$ cat src/rtl/_bus32_xfer_pkg.sv
// Shared types and constants for the 32-bit bus transfer sequencer.
package _bus32_pkg;

    // Width of the shared data bus and of every destination register.
    localparam int BUS_W = 32;

    // Width of the settle counter; SETTLE must fit in it (0..15).
    localparam int CNT_W = 4;

    // Sequencer states; encodings are fixed so state dumps stay comparable.
    typedef enum logic [1:0] {
        IDLE  = 2'd0,
        DRIVE = 2'd1,
        LATCH = 2'd2
    } xfer_state_e;

endpackage

$ cat src/rtl/_bus32_xfer_capture.sv
// Destination register bank: M x 32-bit registers, one-hot load, async clear,
// flattened onto q with register k at q[32k+31:32k].
module _bus32_capture
    import _bus32_pkg::*;
#(
    parameter int M = 4
) (
    input  logic               clk,
    input  logic               rst,
    input  logic [M-1:0]       ld,
    input  logic [BUS_W-1:0]   d,
    output logic [BUS_W*M-1:0] q
);

    logic [BUS_W-1:0] reg_q [M];
    logic [BUS_W-1:0] reg_d [M];

    // Next value per register: load from the bus only where selected.
    always_comb begin
        for (int unsigned k = 0; k < M; k++) begin
            reg_d[k] = ld[k] ? d : reg_q[k];
        end
    end

    // Register bank with asynchronous clear.
    always_ff @(posedge clk or posedge rst) begin
        if (rst) begin
            for (int unsigned k = 0; k < M; k++) begin
                reg_q[k] <= '0;
            end
        end else begin
            for (int unsigned k = 0; k < M; k++) begin
                reg_q[k] <= reg_d[k];
            end
        end
    end

    // Flatten the bank onto the output vector.
    always_comb begin
        q = '0;
        for (int unsigned k = 0; k < M; k++) begin
            q[k*BUS_W +: BUS_W] = reg_q[k];
        end
    end

endmodule

$ cat src/rtl/_bus32_xfer.sv
// Bus transfer sequencer: accepts (src, dst) commands, drives the active-low
// output enable of the chosen source for SETTLE+2 cycles, then captures the
// bus into destination register dst.
// Optional feature macro: BUS32_XFER_STATS_EN adds a 16-bit wrapping
// xfer_count output counting completed captures.
module _bus32_xfer
    import _bus32_pkg::*;
#(
    parameter int N      = 8,
    parameter int M      = 4,
    parameter int SETTLE = 1
) (
    input  logic                 clk,
    input  logic                 rst,
    input  logic                 req_valid,
    output logic                 req_ready,
    input  logic [$clog2(N)-1:0] req_src,
    input  logic [$clog2(M)-1:0] req_dst,
    output logic [N-1:0]         g,
    input  logic [BUS_W-1:0]     y,
    output logic [BUS_W*M-1:0]   q,
    output logic                 done,
    output logic                 err,
    output logic                 busy
`ifdef BUS32_XFER_STATS_EN
    ,
    output logic [15:0]          xfer_count
`endif
);

    localparam int SW = $clog2(N);
    localparam int DW = $clog2(M);

    xfer_state_e      state_q, state_d;
    logic [SW-1:0]    src_q, src_d;
    logic [DW-1:0]    dst_q, dst_d;
    logic [CNT_W-1:0] cnt_q, cnt_d;
    logic [N-1:0]     g_q, g_d;
    logic             done_q, done_d;
    logic             err_q, err_d;
    logic             cap_en;
    logic             src_ok;
    logic [M-1:0]     ld;

    // Source index range check; req_src may encode values beyond N-1.
    always_comb begin
        src_ok = (int'(req_src) < N);
    end

    // Next-state, command latch, settle counter and pulse outputs.
    always_comb begin
        state_d = state_q;
        src_d   = src_q;
        dst_d   = dst_q;
        cnt_d   = cnt_q;
        done_d  = 1'b0;
        err_d   = 1'b0;
        cap_en  = 1'b0;
        unique case (state_q)
            IDLE: begin
                if (req_valid) begin
                    if (src_ok) begin
                        src_d   = req_src;
                        dst_d   = req_dst;
                        cnt_d   = CNT_W'(SETTLE);
                        state_d = DRIVE;
                    end else begin
                        err_d = 1'b1;
                    end
                end
            end
            DRIVE: begin
                if (cnt_q == '0) begin
                    state_d = LATCH;
                end else begin
                    cnt_d = cnt_q - CNT_W'(1);
                end
            end
            LATCH: begin
                cap_en  = 1'b1;
                done_d  = 1'b1;
                state_d = IDLE;
            end
            default: begin
                state_d = IDLE;
            end
        endcase
    end

    // Gate decode from the next state so g is a clean register: it goes low
    // on the accept edge and releases on the capture edge.
    always_comb begin
        g_d = '1;
        if (state_d != IDLE) begin
            g_d = ~(N'(1) << src_d);
        end
    end

    // One-hot load enable for the destination bank on the capture edge.
    always_comb begin
        ld = '0;
        if (cap_en) begin
            ld = M'(1) << dst_q;
        end
    end

    // Sequencer registers with asynchronous reset.
    always_ff @(posedge clk or posedge rst) begin
        if (rst) begin
            state_q <= IDLE;
            src_q   <= '0;
            dst_q   <= '0;
            cnt_q   <= '0;
            g_q     <= '1;
            done_q  <= 1'b0;
            err_q   <= 1'b0;
        end else begin
            state_q <= state_d;
            src_q   <= src_d;
            dst_q   <= dst_d;
            cnt_q   <= cnt_d;
            g_q     <= g_d;
            done_q  <= done_d;
            err_q   <= err_d;
        end
    end

    _bus32_capture #(
        .M(M)
    ) u_capture (
        .clk (clk),
        .rst (rst),
        .ld  (ld),
        .d   (y),
        .q   (q)
    );

`ifdef BUS32_XFER_STATS_EN
    logic [15:0] xfer_count_q, xfer_count_d;

    // Capture counter; wraps naturally at 16 bits.
    always_comb begin
        xfer_count_d = xfer_count_q;
        if (cap_en) begin
            xfer_count_d = xfer_count_q + 16'd1;
        end
    end

    // Capture counter register.
    always_ff @(posedge clk or posedge rst) begin
        if (rst) begin
            xfer_count_q <= '0;
        end else begin
            xfer_count_q <= xfer_count_d;
        end
    end

    assign xfer_count = xfer_count_q;
`endif

    assign g         = g_q;
    assign done      = done_q;
    assign err       = err_q;
    assign busy      = (state_q != IDLE);
    assign req_ready = (state_q == IDLE);

endmodule

$ cat config.mk
export PLATFORM = sky130hd
export DESIGN_NAME = _bus32_xfer
export DESIGN_NICKNAME = d
export VERILOG_FILES = /design/src/rtl/_bus32_xfer_pkg.sv /design/src/rtl/_bus32_xfer_capture.sv /design/src/rtl/_bus32_xfer.sv
export SDC_FILE = /design/constraint.sdc
export NUM_CORES = 1
export LEC_CHECK = 0
export ABC_AREA = 1
export BUFFER_PORTS_ARGS = -buffer_cell sky130_fd_sc_hd__buf_2
export CORE_MARGIN = 2
export CORE_UTILIZATION = 40
export DETAILED_ROUTE_END_ITERATION = 16
export GPL_TIMING_DRIVEN = 0
export RECOVER_POWER = 50
export SLEW_MARGIN = 20
export SYNTH_ARGS = -nofsm -noshare
export SYNTH_HDL_FRONTEND = slang
export SYNTH_HIERARCHICAL = 1
export SYNTH_SLANG_ARGS = --single-unit
$ cat constraint.sdc
create_clock -name clk -period 5.2 [get_ports clk]
set_input_delay 0.26 -clock clk [delete_from_list [all_inputs] [get_ports clk]]
set_output_delay 0.26 -clock clk [all_outputs]
set_load 0.02 [all_outputs]
**Word level (Yosys, flattened, before mapping)**

Index checks and enable logic that the tools add are counted.

- Bits of input ports: 40
- Logic and storage cells: 36
- Flip-flop bits (word level): 148

- Shifts and indexed selects: 2
- Reductions and logical operators: 7
- Equal/unequal tests: 4
- Muxes and demuxes: 11
- Bitwise logic cells: 1
- $add $sub $neg: 1

Operators by type and width:

| cell | number |
|---|---|
| $mux W4 | 3 |
| $mux W8 | 1 |
| $not A8 Y8 | 1 |
| $pmux W4 S2 | 1 |
| $shl A1 B3 Y8 const A | 1 |
| $mux W3 | 2 |
| $reduce_bool A2 Y1 | 3 |
| $logic_not A4 Y1 | 1 |
| $mux W2 | 2 |
| $ne A2 B2 Y1 const B | 2 |
| $pmux W2 S2 | 1 |
| $shl A1 B2 Y4 const A | 1 |
| $sub A4 B1 Y4 const B | 1 |
| $reduce_and A3 Y1 | 1 |
| $eq A2 B1 Y1 const B | 1 |
| $eq A2 B2 Y1 const B | 1 |
| $logic_not A2 Y1 | 1 |
| $reduce_and A2 Y1 | 1 |
| $mux W1 | 1 |

**Depth between registers and ports, before layout**

Gate-level depths: netlist of the first run.

- Depth in word-level cells: 5
- Depth in mapped cells: 9

**Modules after synthesis**

The synthesis of the first run kept the hierarchy.

By module, submodules not included:

| module | area each (um^2) | sequential area each (um^2) | times used | cells each |
|---|---|---|---|---|
| _bus32_capture | 4943.5 | 3203.1 | 1 | 545 |
| _bus32_xfer | 929.6 | 510.5 | 1 | 98 |

**Worst setup path before layout of the first run**

No wires, ideal clock.

- Kind: reg-to-reg
- Start: register state_q[1]
- End: register u_capture.reg_q, in the netlist u_capture/q[100]
- Cell stages (with the launch flop): 10
- Data required time: 5.083 ns
- Setup slack: 3.839 ns
- Library setup time: 0.117 ns
- Clock period less this slack: 1.361 ns
- Arrival: 1.244 ns
- Cells stage by stage: dfrtp_1 -> inv_1 -> nor2_1 -> inv_1 -> nor3_1 -> buf_6 -> inv_4 -> buf_6 -> nand2_1 -> nand2_1

- Cells in the longest elaborated chain, start to end: 3

Ends and longest elaborated chain:

| item | RTL line | source |
|---|---|---|
| start, declared | _bus32_xfer.sv:34 | `xfer_state_e state_q, state_d;` |
| start signal, assigned | _bus32_xfer.sv:118 | `state_q <= state_d;` |
| $eq A2 B2 Y1 | _bus32_xfer.sv:59 | `unique case (state_q)` |
| $mux W1 | _bus32_xfer.sv:59 |  |
| net cap_en | _bus32_xfer.sv:41 | `logic cap_en;` |
| $mux W4 | _bus32_xfer.sv:102 | `if (cap_en) begin` |
| net ld[3] | _bus32_xfer.sv:43 | `logic [M-1:0] ld;` |
| end signal, assigned by index | _bus32_xfer_capture.sv:33 | `reg_q[k] <= reg_d[k];` |
| end, declared | _bus32_xfer_capture.sv:15 | `logic [BUS_W-1:0] reg_q [M];` |

The timed path passes the listed nets, and every way through them passes these cells.
A chain may end at the register's enable or synchronous reset.

==> results by group, run 1 <==
Route
  – Routed WL: 15,500 um
  – Residual DRC: 0
  – First-iteration detailed-routing DRC count: 297
  – Vias/cell: 4.58
  – Total number of vias: 4,756
  – Routed Antenna Nets: 0
  – WL/cell: 15.0 um
  – First-pass iteration count of the detailed router: 4

Placed design
  – Buffers on Ports: 178
  – Cell Area, Placed: 0.00703 mm2
  – Dpl ws: 3.53 ns
  – Gpl congestion: 0.805
  – DP HPWL: 11,000 um

Yosys
  – Adder-cell share of the synthesized area: 0.213%
  – Syn Inst Count: 643
  – Synth cell types: 22
  – Mux cell area share after synthesis: 0%
  – Register area share after synthesis: 63.2%
  – Post-synthesis compound-gate area fraction: 0.959%
  – Post-synthesis register bit count: 148
  – Simple-gate share of the synthesized area: 29.3%
  – Largest family of logic cells by synthesized area: simple AND/OR/NAND/NOR gates
  – Syn. warnings: 6
  – Syn avg cell area: 9.13 um2
  – Syn nets: 684
  – Post-Synth XOR/XNOR Area: 0.149%
  – Syn Std Cell Area: 0.00587 mm2

Layout
  – Number of diodes: 0
  – Final Cell Area: 0.00746 mm2
  – Nets@finish: 883
  – Area Growth Syn to Fin: 27.0%
  – Most common cell after layout, fill and taps aside: nand2_1
  – Commonest non-fill, non-tap cells in the layout: nand2_1 (407), dfrtp_1 (140), clkbuf_1 (130)
  – Share of cells above drive strength 1: 15.2%

Clocking
  – Post-CTS Hold Buffers: 1
  – Setup bufs post-CTS: 0
  – Gates resized, CTS repair: 0
  – Clk_lat worst skew: 0.41 ns
  – CTS tree: yes
  – CTS buffer count: 17
  – CTS max path bufs: 2
  – Worst-path clk slew: 0.06 ns
  – CTS sink cnt: 148
  – H-tree Lvls: 4
  – Root buffer cell: clkbuf_16

Timing
  – Final period util: 42.5%
  – Fmax: 452 MHz
  – Final setup fails: 0
  – Fin Clk Skew: 0.00655 ns
  – RSZ-0062 raised after global routing: no
  – Relative slew slack: -63.4%
  – Least-Margin Pin Slew: 2.44 ns
  – Hold_ws: 0.0540 ns
  – Pins Over Slew Limit: 53
  – Hold Fails Final Rpt: 0
  – Final worst slack: 2.99 ns
  – Final setup TNS: 0 ns
  – Min cycle time layout: 2.21 ns

Setup path
  – CP Cell Sequence: dlygate4sd3_1 > clkbuf_1 > clkinvlp_2 > buf_16
  – Arr. time, crit path: 2.76 ns
  – Startpoint Class: primary input
  – Reg2reg end: g[2]
  – Worst Path Class, Setup: primary input to async pin
  – Worst reg2reg path startpoint: state_q[1]
  – Depth of the most critical reg-to-reg path: 7
  – R2R Setup Slk: 3.36 ns
  – Critical Path RT: 5.75 ns
  – Critical path's slowest cell: clkinvlp_2
  – Critical path fanouts, max: 76
  – CP max stage delay: 1.37 ns
  – Worst setup EP type: async pin

Power and ir drop
  – Post-layout power: 5300 uW
  – Peak supply drop: 301 uV
  – Leakage: 0.00376 uW
  – Pwr/cell area: 711 mW/mm2

Floorplanning
  – Die footprint: 0.0157 mm2
  – Die height: 125 um
  – Initial Utilization: 40.7%
  – Rows: 44
  – Core area: 0.0144 mm2
  – # IOs: 180
  – Die W: 125 um

Global route
  – Met2 usage: 33.2%
  – First-pass GRT wire length: 24,900 um
  – Top Usage Layer GRT: met2
  – Vias in the first global route: 4,720
  – Congestion Overflow GR: 0
  – Met1 Use GR: 25.3%
  – Pin count of the biggest net entering global routing: 77
  – Antenna violations before repair: 0
  – Met3 usage: 5.82%
  – GRT Util Overall: 20.2%

Status
  – Failing checks: max-capacitance violations, max-slew violations
  – Run status: finished with violations

Min path
  – Hold Path Class: primary input to flip-flop
  – Hold depth: 3
  – Hold Path Sink: dst_q[0]
  – Hold path startpoint: req_dst[0]

Flow run
  – Maxcap violations: 1
==> stage by stage <==
step | cells | util, %
after floorplan | 643 | -
after global placement | 1005 | 48.5
after detailed placement | 1006 | 48.7
after CTS | 1038 | 53.2
after global routing | 1038 | 51.7
final | 1038 | 51.7
==> registers in the layout, summed over array words and instances, names as in the netlist <==
register     flops
done             1
g                8
cnt_q            4
src_q            3
dst_q            2
u_capture/q    128
state_q          2
==> cell usage after synthesis, drive strengths merged <==
cell,number,area share [%]
nand2,413,27
dfrtp,140,60
buf,29,4.7
inv,18,1.4
nor2,16,1.5
dfstp,8,3.6
o21ai,8,0.68
nor3,4,0.34
nand3,2,0.17
a21oi,1,0.28
conb,1,0.064
ha,1,0.21
nand4,1,0.11
xor2,1,0.15
==> power by group <==
group / internal, uW / total, uW / switching [uW]
Sequential: 1720 / 2020 / 301
Combinational: 537 / 1970 / 1430
Clock: 861 / 1320 / 456
==> worst max-delay path: cells and delay by family <==
kind	cells	cell delay, ns
buffers and inverters	4	2.41
==> routing by layer <==
metal	share of wire, %	vias up
li1	-	2326
met1	43	2264
met2	48	144
met3	6.3	22
met4	2.0	0
met5	0	-
==> kinds of logic after synthesis <==
logic type      Yosys count
compound gates            9
xor+xnor                  1
fa+ha+maj                 1
buf+inv                  47
flops                   148
other cells               1
simple gates            436
==> worst max-delay path by stage <==
stage	startpoint	end	slack [ns]
2_1_floorplan	rst	u_capture/q[0]	1.53
3_3_place_gp	rst	u_capture/q[110]	0.15
3_5_place_dp	state_q[1]	u_capture/q[2]	3.53
4_1_cts	state_q[1]	u_capture/q[2]	3.52
5_1_grt	rst	u_capture/q[120]	2.61
6_report	rst	u_capture/q[112]	2.99
==> final cells by class <==
cell class | count | area [um2]
flip-flops and latches | 148 | 3710
repair buffers | 180 | 766
well taps | 184 | 230
inverters | 18 | 80.1
plain buffers | 29 | 278
fillers | 1437 | 6970
multi-input cells | 448 | 1750
clock inverters | 9 | 149
clock buffers | 22 | 494
Power figures use the tool's default switching activity.
==> run 2, diff against run 1 <==
ABC_AREA = 0   (was 1)
clock period = 2.2 ns   (was 5.2 ns; I/O delays follow)
==> results by group, run 2 <==
Yosys
  – Syn. warnings: 6 (unchanged)
  – Post-synth top cells: dfrtp_1 (140), mux2_4 (121), nand2_1 (15)
  – Ys flop type: dfrtp_1
  – Syn nets: 406 (-41%)
  – Post-synthesis register bit count: 148 (unchanged)
  – Register area share after synthesis: 58.2% (-5.1 points)
  – Synth area leaders: dfrtp_1 (55%), mux2_4 (28%), buf_12 (3.8%), dfstp_2 (3.3%), mux2_2 (2.5%)
  – Syn Std Cell Area: 0.00639 mm2 (+8.7%)
  – Most frequent cell after synthesis: dfrtp_1
  – Post-synth EDFFs: 0 (unchanged)
  – Syn Inst Count: 365 (-43%)
  – Post-synth top area share: 54.9% (-4.8 points)
  – Ys async rst share: 100% (unchanged)
  – Syn avg cell area: 17.5 um2 (+92%)
  – Most area-hungry cell type in the Yosys netlist: dfrtp_1
  – Synth cell types: 34 (+55%)

Timing
  – Min cycle time layout: 1.83 ns
  – Relative slew slack: 41.5% (+100 points)
  – Fin Clk Skew: 0.0107 ns (+0.00415 ns)
  – RSZ-0062 raised after global routing: no
  – Fmax: 546 MHz
  – Least-Margin Pin Slew: 0.877 ns (-1.56 ns)
  – Final setup fails: 0 (unchanged)
  – Pins Over Slew Limit: 0 (-100%)
  – Hold Fails Final Rpt: 0 (unchanged)
  – Final setup TNS: 0 ns (unchanged)
  – Final period util: 83.2%

Layout
  – Share of cells above drive strength 1: 50.7% (+36 points)
  – Commonest non-fill, non-tap cells in the layout: dfrtp_1 (140), mux2_4 (121), buf_2 (109)
  – Final Cell Area: 0.00855 mm2 (+15%)
  – Nets@finish: 645 (-27%)
  – Area Growth Syn to Fin: 33.9%
  – Most common cell after layout, fill and taps aside: dfrtp_1
  – Number of diodes: 0 (unchanged)
  – Max reg flops: 128 (unchanged)
  – # fillers: 1,366 (-4.9%)

Global route
  – First-pass GRT wire length: 21,400 um (-14%)
  – GRT Util Overall: 16.7% (-3.5 points)
  – Pin count of the biggest net entering global routing: 37 (-52%)
  – Vias in the first global route: 3,879 (-18%)
  – Congestion Overflow GR: 0 (unchanged)
  – Antenna violations before repair: 0 (unchanged)

Setup path
  – CP max stage delay: 0.44 ns (-0.93 ns)
  – CP Cell Sequence: and2b_1 > nor3b_1 > buf_6 > buf_12 > mux2_4
  – Cell family with most CP delay: simple AND/OR/NAND/NOR gates
  – Startpoint Class: flip-flop
  – Worst setup EP type: flip-flop
  – Worst Path Buf+Inv: 2 (-2)
  – Worst Path Class, Setup: flip-flop to flip-flop
  – Arr. time, crit path: 2.12 ns (-0.64 ns)
  – Critical path fanouts, max: 10 (-87%)
  – Critical Path RT: 2.49 ns (-3.26 ns)
  – Critical path's slowest cell: dfrtp_1

Power and ir drop
  – Post-layout power: 12,800 uW (+140%)
  – Internal power: 8370 uW (+170%)
  – Combinational Power Share: 39.6% (+2.5 points)
  – Clock power frac: 24.4% (-0.4 points)
  – Pwr/cell area: 1500 mW/mm2 (+110%)
  – Switching pwr: 4460 uW (+100%)
  – Peak supply drop: 651 uV (+120%)
  – Leakage: 0.00414 uW (+10%)
  – Sw Share: 34.8% (-6.4 points)
  – Seq pwr share: 36.0% (-2.1 points)

Min path
  – Hold Path Class: primary input to flip-flop

Clocking
  – Root buffer cell: clkbuf_16
  – Post-CTS Hold Buffers: 38 (+37)
  – CTS tree: yes
  – Gates resized, CTS repair: 0 (unchanged)
  – Clk_lat worst skew: 0.42 ns (about the same)
  – CTS buffer count: 17 (unchanged)
  – Worst-path clk slew: 0.06 ns (about the same)
  – CTS sink cnt: 148 (unchanged)
  – H-tree Lvls: 4 (unchanged)
  – Setup bufs post-CTS: 0 (unchanged)
  – CTS max path bufs: 2 (unchanged)

Route
  – WL/cell: 16.7 um (+12%)
  – Routed WL: 13,900 um (-10%)
  – First-pass iteration count of the detailed router: 4 (unchanged)
  – First-iteration detailed-routing DRC count: 161 (-46%)
  – Total number of vias: 3,751 (-21%)
  – Residual DRC: 0 (unchanged)
  – Vias/cell: 4.50 (-1.7%)
  – Routed Antenna Nets: 0 (unchanged)

Floorplanning
  – Rows: 46 (+4.5%)
  – Core area: 0.0158 mm2 (+9.3%)
  – Die footprint: 0.0170 mm2 (+8.5%)
  – Die W: 130 um (+4.1%)
  – Die height: 130 um (+4.1%)
  – Initial Utilization: 40.5% (-0.22 points)
  – # IOs: 180 (unchanged)

Status
  – Run status: completed

Flow run
  – Maxcap violations: 0 (-1)

Placed design
  – Gpl congestion: 0.788 (-2.1%)
  – DP HPWL: 9680 um (-12%)
  – Buffers on Ports: 178 (unchanged)
  – Cell Area, Placed: 0.00764 mm2 (+8.7%)
[run 2: cell count changes after synthesis, sizes merged, moves of 2 or more]
| cell | delta |
|---|---|
| nand2 | -398 |
| mux2 | +135 |
| inv | -13 |
| nor2 | -10 |
| buf | -9 |
| o21ai | -7 |
| nand2b | +4 |
| nor3b | +4 |
| mux2i | +3 |
| a22o | +2 |
| and2b | +2 |
| nor3 | -2 |
| or3b | +2 |
[run 2: worst reg2reg max path: stages (launching register included)]
cell,delay (ns)
dfrtp_1,0.44
and2b_1,0.31
nor3b_1,0.26
buf_6,0.20
buf_12,0.17
mux2_4,0.32
[run 2: cell type report]
cell class	count	area, um2	share of cell area (%)
buffer	20	327	3.82
clock buffer	26	539	6.31
clock inverter	6	111	1.30
inverter	5	20.0	0.234
multi-input combinational	192	2330	27.2
sequential	148	3710	43.4
tap	216	270	3.16
timing repair buffer	220	1240	14.5
[run 2: path summary, 6_finish.rpt]
check | endpoint | cells after the start | from | slack, ns
setup reg to reg | u_capture/q[0] | 5 | state_q[0] | 0.37
max in group asynchronous | u_capture/q[39] | 5 | rst | 0.73
min in group asynchronous | u_capture/q[30] | 3 | rst | 0.20
hold reg to reg | u_capture/q[81] | 1 | u_capture/q[81] | 0.51
setup / recovery | u_capture/q[0] | 5 | state_q[0] | 0.37
hold / removal | g[6] | 4 | req_valid | 0.10
[run 2: cells by family (layout without fill, tap and decap cells)]
logic type | count (synthesis) | in the layout | share of synthesized area [%]
buf+inv | 25 | 277 | 5.41
simple gates | 44 | 44 | 3.88
other cells | 1 | 1 | 0.0587
compound gates | 8 | 8 | 0.921
mux | 138 | 138 | 31.4
flops | 148 | 148 | 58.2
fa+ha+maj | 1 | 1 | 0.196
[run 2: metal layers]
| layer | wire length (um) | part of all wire, % | GRT usage, % | up-vias |
|---|---|---|---|---|
| met1 | 6470 | 46 | 22.9 | 1877 |
| met4 | 211 | 1.5 | 6.57 | 0 |
| met2 | 6550 | 47 | 25.8 | 109 |
| met5 | 0 | 0 | 0 | - |
| met3 | 694 | 5.0 | 4.14 | 17 |
| li1 | - | - | - | 1748 |
[run 2: power by group through the flow]
stage               combinational [uW]  sequential (uW)  clock (uW)
floorplan                         2290             5900           0
global placement                  5140             4590           0
detailed placement                5230             4620           0
CTS                               5310             4610        3210
global route                      5410             4770        3340
finish                            5090             4620        3130
[run 2: stage by stage]
stage / cells / hold WS [ns] / setup slack [ns] / utilization (%)
2_1_floorplan: 365 / 0.0679 / 0.509 / -
3_3_place_gp: 759 / 0.280 / -0.270 / 47.9
3_5_place_dp: 763 / 0.0789 / 0.409 / 48.4
4_1_cts: 833 / 0.0822 / 0.384 / 55.0
5_1_grt: 833 / 0.121 / 0.277 / 54.2
6_report: 833 / 0.101 / 0.369 / 54.2
==> run 3, diff against run 2 <==
ABC_AREA = 1   (was 0)
PLACE_DENSITY = 0.67   (was default)
clock period = 1.65 ns   (was 2.2 ns; I/O delays follow)
==> results by group, run 3 (synthesized netlist as in run 1, its figures left out) <==
Status
  – Run status: completed

Timing
  – Pins Over Slew Limit: 0 (unchanged)
  – Least-Margin Pin Slew: 0.758 ns (-0.119 ns)
  – Min cycle time layout: 1.47 ns (-0.360 ns)
  – Hold Fails Final Rpt: 0 (unchanged)
  – Fin Clk Skew: 0.00832 ns (-0.00238 ns)
  – Fmax: 679 MHz (+24%)
  – Hold_ws: 0.248 ns (+0.147 ns)
  – RSZ-0062 raised after global routing: no
  – Final setup fails: 0 (unchanged)
  – Final period util: 89.2% (+6.0 points)
  – Final worst slack: 0.178 ns (-0.190 ns)
  – Relative slew slack: 49.4% (+7.8 points)

Setup path
  – Depth of the most critical reg-to-reg path: 9 (+4)
  – Worst reg2reg path startpoint: state_q[1]
  – Launch point of the worst path: state_q[1]
  – R2R Setup Slk: 0.18 ns (-0.19 ns)
  – Critical path fanouts, max: 10 (unchanged)
  – Crit path to: u_capture/q[86]
  – Reg2reg end: u_capture/q[86]
  – Worst Path Class, Setup: flip-flop to flip-flop
  – Worst setup EP type: flip-flop
  – Critical Path RT: 1.95 ns (-0.54 ns)
  – Arr. time, crit path: 1.77 ns (-0.35 ns)
  – Startpoint Class: flip-flop

Layout
  – Number of diodes: 0 (unchanged)
  – Share of cells above drive strength 1: 22.8% (-28 points)
  – Post-Route Utilization: 54.8% (+0.64 points)
  – Area Growth Syn to Fin: 34.7%
  – Final Cell Area: 0.00791 mm2 (-7.5%)
  – Commonest non-fill, non-tap cells in the layout: nand2_1 (405), dfrtp_1 (139), buf_2 (112)
  – Max reg flops: 128 (unchanged)
  – Final std cells w/o fill: 1,079 (+30%)
  – Most common cell after layout, fill and taps aside: nand2_1
  – Nets@finish: 923 (+43%)

Clocking
  – Worst-path clk slew: 0.06 ns (about the same)
  – H-tree Lvls: 4 (unchanged)
  – Root buffer cell: clkbuf_16
  – CTS tree: yes
  – CTS buffer count: 17 (unchanged)
  – CTS sink cnt: 148 (unchanged)
  – Clk_lat worst skew: 0.41 ns (about the same)
  – CTS max path bufs: 2 (unchanged)

Floorplanning
  – Die W: 125 um (-4.0%)
  – Core area: 0.0144 mm2 (-8.5%)
  – Die footprint: 0.0157 mm2 (-7.8%)
  – # IOs: 180 (unchanged)
  – Die height: 125 um (-4.0%)
  – Initial Utilization: 40.7% (+0.22 points)
  – Rows: 44 (-4.3%)

Global route
  – Antenna violations before repair: 0 (unchanged)
  – Vias in the first global route: 4,843 (+25%)
  – Congestion Overflow GR: 0 (unchanged)
  – First-pass GRT wire length: 25,600 um (+19%)
  – GRT Util Overall: 20.8% (+4.1 points)
  – Pin count of the biggest net entering global routing: 32 (-14%)

Placed design
  – Cell Area, Placed: 0.00708 mm2 (-7.3%)
  – DP HPWL: 10,900 um (+13%)
  – Placed Cells incl. Taps: 1,009 (+32%)
  – Gpl congestion: 0.811 (+3.0%)
  – Buffers on Ports: 178 (unchanged)
  – Dpl ws: 0.112 ns (-0.297 ns)

Route
  – Routed WL: 15,600 um (+12%)
  – Vias/cell: 4.52 (+0.48%)
  – First-iteration detailed-routing DRC count: 296 (+84%)
  – Residual DRC: 0 (unchanged)
  – WL/cell: 14.4 um (-14%)
  – Routed Antenna Nets: 0 (unchanged)
  – Total number of vias: 4,882 (+30%)
  – First-pass iteration count of the detailed router: 4 (unchanged)

Power and ir drop
  – Peak supply drop: 827 uV (+27%)
  – Pwr/cell area: 2100 mW/mm2 (+40%)
  – Leakage: 0.00407 uW (-1.6%)

Min path
  – Hold Path Class: primary input to flip-flop

Flow run
  – Maxcap violations: 0 (unchanged)
[run 3: cell types whose count changed in the layout (fill, tap and decap cells not counted), sizes merged, moves of 4 or more]
| cell | before | now |
|---|---|---|
| buf | 131 | 143 |
| clkbuf | 97 | 87 |
| clkinv | 1 | 6 |
| inv | 5 | 18 |
| mux2 | 135 | 0 |
| nand2 | 15 | 413 |
| nand2b | 4 | 0 |
| nor2 | 6 | 16 |
| nor3b | 4 | 0 |
| o21ai | 1 | 8 |
[run 3: layout make-up]
cell class / instances / area [um2]
tap: 184 / 230
timing repair buffer: 220 / 1240
inverter: 18 / 83.8
fill: 1383 / 6510
sequential: 148 / 3710
clock inverter: 13 / 133
multi-input combinational: 448 / 1780
buffer: 29 / 278
clock buffer: 19 / 453
[run 3: routing by layer]
layer	share of wire (%)	GRT usage, %	vias up
li1	-	-	2416
met1	45	27.6	2290
met2	48	33.6	140
met3	4.7	4.24	36
met4	3.3	8.76	0
met5	0	0	-
[run 3: where the power goes]
part | internal [uW] | switching [uW] | total, uW | leakage, uW
clock network | 2300 | 1480 | 3770 | 0.000281
logic | 2000 | 4560 | 6560 | 0.00212
registers | 5410 | 896 | 6310 | 0.00168
total | 9710 | 6930 | 16600 | 0.00407
[run 3: worst max-delay path, stage by stage (launching register included)]
cell     delay [ns]
dfrtp_2        0.40
inv_1          0.06
nor2_1         0.12
inv_1          0.10
nor3_1         0.20
buf_6          0.17
inv_4          0.05
buf_6          0.15
nand2_1        0.06
nand2_1        0.05
[run 3: worst min path at each step]
| stage | from | to | slack [ns] | depth (start not counted) |
|---|---|---|---|---|
| 2_1_floorplan | rst | cnt_q[0] | 0.04 | 1 |
| 3_3_place_gp | rst | state_q[1] | 0.28 | 2 |
| 3_5_place_dp | rst | u_capture/q[31] | 0.09 | 2 |
| 4_1_cts | req_valid | cnt_q[3] | 0.02 | 4 |
| 5_1_grt | req_valid | cnt_q[3] | 0.28 | 4 |
| 6_report | req_valid | cnt_q[3] | 0.25 | 4 |
[run 3: timing repair]
item / 4_1_cts / 5_1_grt
hold buffers: 38 / 0
buffers inserted: 0 / 0
endpoints found under the setup margin: 0 / 80
gates resized for setup: 0 / 1
endpoints found under the hold margin: 215 / 0
[run 3: per-stage QoR]
| step | setup TNS, ns | power, uW |
|---|---|---|
| floorplan | -1.76 | 10600 |
| global placement | -119.48 | 13000 |
| detailed placement | 0 | 13200 |
| CTS | 0 | 17000 |
| global route | 0 | 17800 |
| finish | 0 | 16600 |
